<file path="src/rtl/if_fetch_pkg.sv">
// if_fetch_pkg: shared constants and state encoding for the RV32I fetch stage
package if_fetch_pkg;
  localparam int          XLEN_WIDTH       = 32;
  localparam logic [31:0] RESET_PC_DEFAULT = 32'h0000_0000;
  localparam logic [31:0] NOP              = 32'h0000_0013;
  localparam logic        TRUE             = 1'b1;
  localparam logic        FALSE            = 1'b0;
  typedef enum logic [1:0] {BOOT, FETCH, DRAIN} state_t;
endpackage

</file>
<file path="src/rtl/if_fetch_fifo.sv">
// if_fifo: prefetch FIFO holding {instruction, pc} pairs with push/pop/flush/count
module if_fifo #(
  parameter int W     = 64,
  parameter int DEPTH = 4,
  localparam int AW   = $clog2(DEPTH)
) (
  input  logic          clk,
  input  logic          rst_n,
  input  logic          push,
  input  logic          pop,
  input  logic          flush,
  input  logic [W-1:0]  din,
  output logic [W-1:0]  head,
  output logic [AW:0]   count
);
  logic [W-1:0]  mem [DEPTH];
  logic [AW-1:0] wr, rd;
  // storage needs no reset; entry validity is carried by count
  always_ff @(posedge clk)
    if (push) mem[wr] <= din;
  // pointers and occupancy; flush drops every entry at once
  always_ff @(posedge clk or negedge rst_n)
    if (!rst_n) begin
      wr    <= '0;
      rd    <= '0;
      count <= '0;
    end else if (flush) begin
      wr    <= '0;
      rd    <= '0;
      count <= '0;
    end else begin
      wr    <= push ? wr + AW'(1) : wr;
      rd    <= pop ? rd + AW'(1) : rd;
      count <= count + {{AW{1'b0}}, push} - {{AW{1'b0}}, pop};
    end
  assign head = mem[rd];
endmodule

</file>
<file path="src/rtl/if_fetch.sv">
// if_fetch: RV32I fetch stage with credit-limited prefetch and redirect flush; IF_FETCH_BYPASS_EN adds same-cycle response bypass
module if_fetch
  import if_fetch_pkg::*;
#(
  parameter int              XLEN       = XLEN_WIDTH,
  parameter logic [XLEN-1:0] RESET_PC   = XLEN'(RESET_PC_DEFAULT),
  parameter int              FIFO_DEPTH = 4
) (
  input  logic            clk,
  input  logic            rst_n,
  output logic            imem_req,
  output logic [XLEN-1:0] imem_addr,
  input  logic            imem_gnt,
  input  logic            imem_rvalid,
  input  logic [XLEN-1:0] imem_rdata,
  output logic [XLEN-1:0] inst,
  output logic [XLEN-1:0] inst_addr,
  output logic            inst_valid,
  input  logic            pause,
  input  logic            jump_en,
  input  logic [XLEN-1:0] jump_addr
);
  localparam int CW = $clog2(FIFO_DEPTH) + 1;
  state_t            state;
  logic [XLEN-1:0]   fetch_pc, resp_pc, head_inst, head_addr, target;
  logic [2*XLEN-1:0] head;
  logic [CW-1:0]     outstanding, discard, fifo_count, out_next, disc_next;
  logic [CW:0]       credit;
  logic              issue, rv, keep, byp, push, pop, fifo_valid;
  assign target     = jump_addr & ~XLEN'(3);
  assign credit     = {1'b0, fifo_count} + {1'b0, outstanding};
  assign imem_req   = state != BOOT && !jump_en && credit < (CW+1)'(FIFO_DEPTH);
  assign imem_addr  = fetch_pc;
  assign issue      = imem_req && imem_gnt;
  assign rv         = imem_rvalid && outstanding != '0;
  assign keep       = rv && discard == '0 && !jump_en;
`ifdef IF_FETCH_BYPASS_EN
  assign byp        = keep && fifo_count == '0 && !pause;
`else
  assign byp        = FALSE;
`endif
  assign push       = keep && !byp;
  assign fifo_valid = fifo_count != '0;
  assign pop        = fifo_valid && !pause && !jump_en;
  assign out_next   = outstanding + CW'(issue) - CW'(rv);
  assign disc_next  = jump_en ? out_next : discard - CW'(rv && discard != '0);
  assign head_inst  = head[2*XLEN-1:XLEN];
  assign head_addr  = head[XLEN-1:0];
  assign inst_valid = byp ? TRUE : fifo_valid;
  assign inst       = byp ? imem_rdata : fifo_valid ? head_inst : XLEN'(NOP);
  assign inst_addr  = byp ? resp_pc : fifo_valid ? head_addr : '0;
  if_fifo #(.W(2*XLEN), .DEPTH(FIFO_DEPTH)) u_fifo (
    .clk   (clk),
    .rst_n (rst_n),
    .push  (push),
    .pop   (pop),
    .flush (jump_en),
    .din   ({imem_rdata, resp_pc}),
    .head  (head),
    .count (fifo_count)
  );
  // state, request/response PCs and in-flight bookkeeping; a redirect turns all in-flight requests into discards
  always_ff @(posedge clk or negedge rst_n)
    if (!rst_n) begin
      state       <= BOOT;
      fetch_pc    <= RESET_PC;
      resp_pc     <= RESET_PC;
      outstanding <= '0;
      discard     <= '0;
    end else begin
      state       <= state == BOOT ? FETCH : disc_next != '0 ? DRAIN : FETCH;
      fetch_pc    <= jump_en ? target : issue ? fetch_pc + XLEN'(4) : fetch_pc;
      resp_pc     <= jump_en ? target : keep ? resp_pc + XLEN'(4) : resp_pc;
      outstanding <= out_next;
      discard     <= disc_next;
    end
`ifndef SYNTHESIS
  // a response with nothing in flight breaks the memory protocol
  always_ff @(posedge clk)
    if (rst_n && imem_rvalid) assert (outstanding != '0);
`endif
endmodule

</file>
<file path="config.mk">
export PLATFORM = sky130hd
export DESIGN_NAME = if_fetch
export DESIGN_NICKNAME = d
export VERILOG_FILES = /design/src/rtl/if_fetch_pkg.sv /design/src/rtl/if_fetch_fifo.sv /design/src/rtl/if_fetch.sv
export SDC_FILE = /design/constraint.sdc
export NUM_CORES = 1
export LEC_CHECK = 0
export BUFFER_PORTS_ARGS = -buffer_cell sky130_fd_sc_hd__buf_2
export CAP_MARGIN = 10
export CORE_AREA = 2 2 184 186
export DETAILED_ROUTE_END_ITERATION = 8
export DIE_AREA = 0 0 186 188
export GPL_TIMING_DRIVEN = 0
export SLEW_MARGIN = 20
export SYNTH_ARGS = -nofsm -noshare
export SYNTH_HDL_FRONTEND = slang
export SYNTH_HIERARCHICAL = 1
export SYNTH_SLANG_ARGS = --single-unit
</file>
<file path="constraint.sdc">
create_clock -name clk -period 4.16 [get_ports clk]
set_input_delay 0.416 -clock clk [delete_from_list [all_inputs] [get_ports clk]]
set_output_delay 0.416 -clock clk [all_outputs]
set_load 0.01 [all_outputs]
</file>
* Word level (Yosys, flattened, before mapping) *
Memory sizes are Yosys's and may differ from the RTL's.
Index checks and enable logic that the tools add are counted.

word-level totals
  flip-flop bits (word level) = 79
  memory bits (writable) = 256
  input bits = 70
  output and inout port bits = 98
  memories = 1

cells by class
  add/subtract/negate cells = 10
  magnitude comparators = 1
  multiplexer cells = 16
  reduce and logical (&&, ||, !) cells = 21

memory list
  memory      depth  bits a word  read ports  clocked after Yosys merged registers in  write ports  RTL line             RTL
  u_fifo.mem  4      64           1           0                                        1            if_fetch_fifo.sv:16  logic [W-1:0] mem [DEPTH];

operator list
  cell                                                                          count
  32-bit 2-to-1 mux                                                             6
  32-bit by 3-bit adder with 32-bit output, second input constant               2
  2-bit 2-to-1 mux                                                              6
  3-bit nonzero test                                                            4
  1-bit logical AND                                                             9
  3-bit by 1-bit subtractor with 3-bit output                                   3
  2-bit nonzero test                                                            4
  3-bit by 1-bit adder with 3-bit output                                        2
  3-bit 2-to-1 mux                                                              2
  2-bit by 1-bit adder with 2-bit output, second input constant                 2
  3-bit by 3-bit adder with 4-bit output                                        1
  4-bit by 3-bit less-than comparator with 1-bit output, second input constant  1
  3-bit zero test                                                               1
  1-bit zero test                                                               2
  2-bit zero test                                                               1
  1-bit 2-to-1 mux                                                              2

* Logic depth before layout (Yosys ltp) *
  word-level depth = 10
  mapped depth = 15

* Modules after synthesis *
Netlist, hierarchy kept.

by module, submodules not included
  module    instances  cells an instance  area each (sq um)  seq. area each (sq um)
  if_fifo   1          371                9681.8             7862.5
  if_fetch  1          474                4304.1             1701.6

* Worst setup path before layout *
OpenSTA, ideal clock, no wires.

  path kind = register to register
  start point = register outstanding[2]
  end point = register state[1]
  setup time = 0.124 ns
  data arrival time = 3.016 ns
  data required time = 4.036 ns
  slack = 1.020 ns
  stages on the path, launching flop included = 16
  clock period less this slack = 3.140 ns
  cell sequence = dfrtp_1 > ha_1 > nor4_1 > and4_1 > buf_4 > inv_2 > buf_2 > ha_1 > inv_1 > ha_1 > fa_1 > xor2_1 > xnor2_1 > nand2_1 > o21ai_0 > o31a_1

on the way
  cells in the longest elaborated chain, start to end = 10
  elaborated cells on any way between the ends = 14
  those cells by class = add/sub (4); order compare (1); mux (3); reduce/logical (6)

RTL lines
  item                                                   RTL line        RTL
  start: declaration                                     if_fetch.sv:27  logic [CW-1:0] outstanding, discard, fifo_count, out_next, disc_next;
  start signal: assignment                               if_fetch.sv:74  outstanding <= out_next;
  3-bit by 3-bit adder with 4-bit output                 if_fetch.sv:31  assign credit = {1'b0, fifo_count} + {1'b0, outstanding};
  4-bit by 3-bit less-than comparator with 1-bit output  if_fetch.sv:32  assign imem_req = state != BOOT && !jump_en && credit < (CW+1)'(FIFO_DEPTH);
  1-bit logical AND                                      if_fetch.sv:32
  1-bit logical AND                                      if_fetch.sv:34  assign issue = imem_req && imem_gnt;
  3-bit by 1-bit adder with 3-bit output                 if_fetch.sv:45  assign out_next = outstanding + CW'(issue) - CW'(rv);
  3-bit by 1-bit subtractor with 3-bit output (*)        if_fetch.sv:45
  via out_next[2]                                        if_fetch.sv:27
  3-bit 2-to-1 mux (*)                                   if_fetch.sv:46  assign disc_next = jump_en ? out_next : discard - CW'(rv && discard != '0);
  via disc_next[2]                                       if_fetch.sv:27
  3-bit nonzero test (*)                                 if_fetch.sv:71  state <= state == BOOT ? FETCH : disc_next != '0 ? DRAIN : FETCH;
  2-bit 2-to-1 mux (*) (2 in series)                     if_fetch.sv:71
  end signal: assignment                                 if_fetch.sv:71
  end: declaration                                       if_fetch.sv:24  state_t state;

The timed path passes the listed nets; every way through them passes the cells marked *.
A chain may end at the register's enable or synchronous reset.

* Worst setup path in the final report *
Same ends and word-level chain as after synthesis.

==> results.cfg <==
[sta]
hold_viol_final = 0
tns_ns = 0
worst_pin_slew_ns = 0.755
slew_viol_final = 0
max_slew_margin_pct = 49.2
fmax_ghz = 0.279
hold_ws_ns = 0.115
timing.final.crit_period_ns = 3.59
worst_clock_skew_ns = 0.0133
finalCritPeriodShare_pct = 86.3
setup_slack_ns = 0.570
rsz0062_at_grt = false
setup_violations = 0

[yosys]
synth-seq-cells = 331
ys.flop_type = edfxtp_1
synth-seq-area-share_pct = 68.4
yosys.area.top_type = edfxtp_1
synth-async-reset-ratio_pct = 22.7
yosysUniqueCellTypes = 54
yosys-top-cells-area = edfxtp_1 (55%), dfrtp_1 (13%), mux4_2 (10%), and2_1 (3.1%), xnor2_1 (1.6%)
synth.yosys.warnings = 6
syn_area_um2 = 14000
syn_avg_cell_area_um2 = 16.6
synth_edf_count = 256
netlist.area_leader.share_pct = 55.0
syn_inst = 845

[floorplan]
io_pins = 168
core_um2 = 33100
start_util_pct = 42.2
die_y_um = 188
fp-row-count = 67
die_w_um = 186
die_area_um2 = 35000

[layout]
layout_common_cells = edfxtp_1 (256), buf_2 (175), dfrtp_1 (75)
drive_above_1_share_pct = 31.7
mostFrequentLayoutCell = edfxtp_1
antennaDiodeCount = 0
layout.nets = 1147
syn2layout_area_growth_pct = 19.8
final_util_pct = 50.6
fillers = 2779

[power]
p_leak_uw = 0.00609
irDropWorstVdd_uv = 260
p_per_area_nw_per_um2 = 552
power.total_uw = 9250

[route]
drc_errors = 0
dr.pass1.iters = 5
drtAntennaViolNets = 0
routed_wl_um = 30000
vias_per_cell = 5.22
drtIter0Drc = 407
via_count = 8018
wl_per_cell_um = 19.5

[global_routing]
grt_use_total_pct = 17.4
globalRouteOverflowTotal = 0
antenna_found_initial = 2
grt_pass1_wl_um = 46600
grt_pass1_vias = 8199
grt_max_degree = 54

[cts]
cts_buffers = 36
clock-sinks = 331
cts_tree = yes
cts-resized-gates = 0
cts_buffer_depth = 3
clock_latency_ns = 0.52
htree_levels = 2
cts.clk_slew.worst_paths_ns = 0.06
cts-root-buf = clkbuf_16

[run_status]
status = finished clean

[critical_path]
worstSetupEndpointType = flip-flop
cp_slowest_stage_delay_ns = 0.41
path_depth = 15
cp.buffers_inverters = 4
start_kind = flip-flop
rr_worst_depth = 15
crit_type = reg -> reg
cp.required_ns = 4.56
cp.arrival_ns = 3.99
crit_top_cell = ha_1
path_cells = ha_1, nor4_1, and4_1, buf_4, inv_2, buf_2, ha_1, inv_1, ha_1, fa_1, xor2_1, xnor2_1, nand2_1, o21ai_0, o31a_1
reg2reg_slack_ns = 0.57
cp_slowest_cell = dfrtp_1
cp_top_family = adder cells
crit_fanout = 10

[place]
dp_hpwl_um = 20100
dp_slack_ns = 0.583
io_buffers = 163
gp_routability_congestion = 0.839

[hold_path]
hp-class = in -> reg
hold_depth = 1

[job]
max-cap-violations = 0
-- where the power goes --
part / switching, uW / total (uW) / internal [uW]
Clock: 1290 / 3260 / 1970
Sequential: 199 / 3980 / 3780
Combinational: 1120 / 2010 / 887
Total: 2610 / 9250 / 6640
-- path summary, 6_finish.rpt --
check / startpoint / end
max: outstanding[2] / state[1]
min: imem_rdata[30] / u_fifo/mem[0][62]
max reg2reg: outstanding[2] / state[1]
min reg2reg: state[0] / state[0]
max in group asynchronous: rst_n / u_fifo/wr[1]
min in group asynchronous: rst_n / imem_addr[17]
-- flip-flops by register name, indices dropped and copies added (netlist names), 3 cells and up --
name,count
discard,3
outstanding,3
u_fifo/count,3
resp_pc,30
u_fifo/mem,256
imem_addr,30
-- timing repair --
item,4_1_cts,5_1_grt
endpoints found under the hold margin,22,0
setup buffers,0,0
hold buffers,1,0
-- routing by layer --
metal / track usage [%] / share of wire [%] / vias to the layer above
li1: - / - / 3695
met4: 4.63 / 2.0 / 4
met3: 3.22 / 6.1 / 52
met5: 0 / 0.090 / -
met1: 24.7 / 45 / 4002
met2: 27.8 / 47 / 265
-- final cells by class --
class	instances	area (um2)	area share, %
plain buffers	43	268	1.60
clock buffers	41	951	5.67
clock inverters	25	274	1.64
inverters	15	56.3	0.336
multi-input cells	465	4140	24.7
flip-flops and latches	331	9560	57.1
well taps	448	561	3.34
repair buffers	169	943	5.63
-- synth_stat cells (all sizes together) (11+ instances only) --
cell      n
and2     70
buf      26
clkbuf   17
dfrtp    75
edfxtp  256
ha       14
inv      15
mux2     18
mux4     64
nand2    43
nand3    32
nand4    26
nor2     26
o21ai    37
o311ai   11
xnor2    25
xor2     17
-- kinds of logic after synthesis --
kind of cell / after synthesis / synth area share (%)
DFF: 331 / 68.4
AOI/OAI and AO/OA: 76 / 3.38
and+or+nand+nor: 236 / 9.66
muxes: 84 / 11.9
xor gates and xnor gates: 43 / 2.79
buffers and inverters: 58 / 2.32
adders and majority gates: 16 / 1.54
other: 1 / 0.0268
-- through the flow --
stage | std cells | cell area, um2
final | 1537 | 16800
after global routing | 1537 | 16800
after CTS | 1537 | 16800
after detailed placement | 1470 | 15500
after global placement | 1465 | 15400
after floorplan | 854 | 14000
Note: power is estimated with default switching activity, not from simulation.
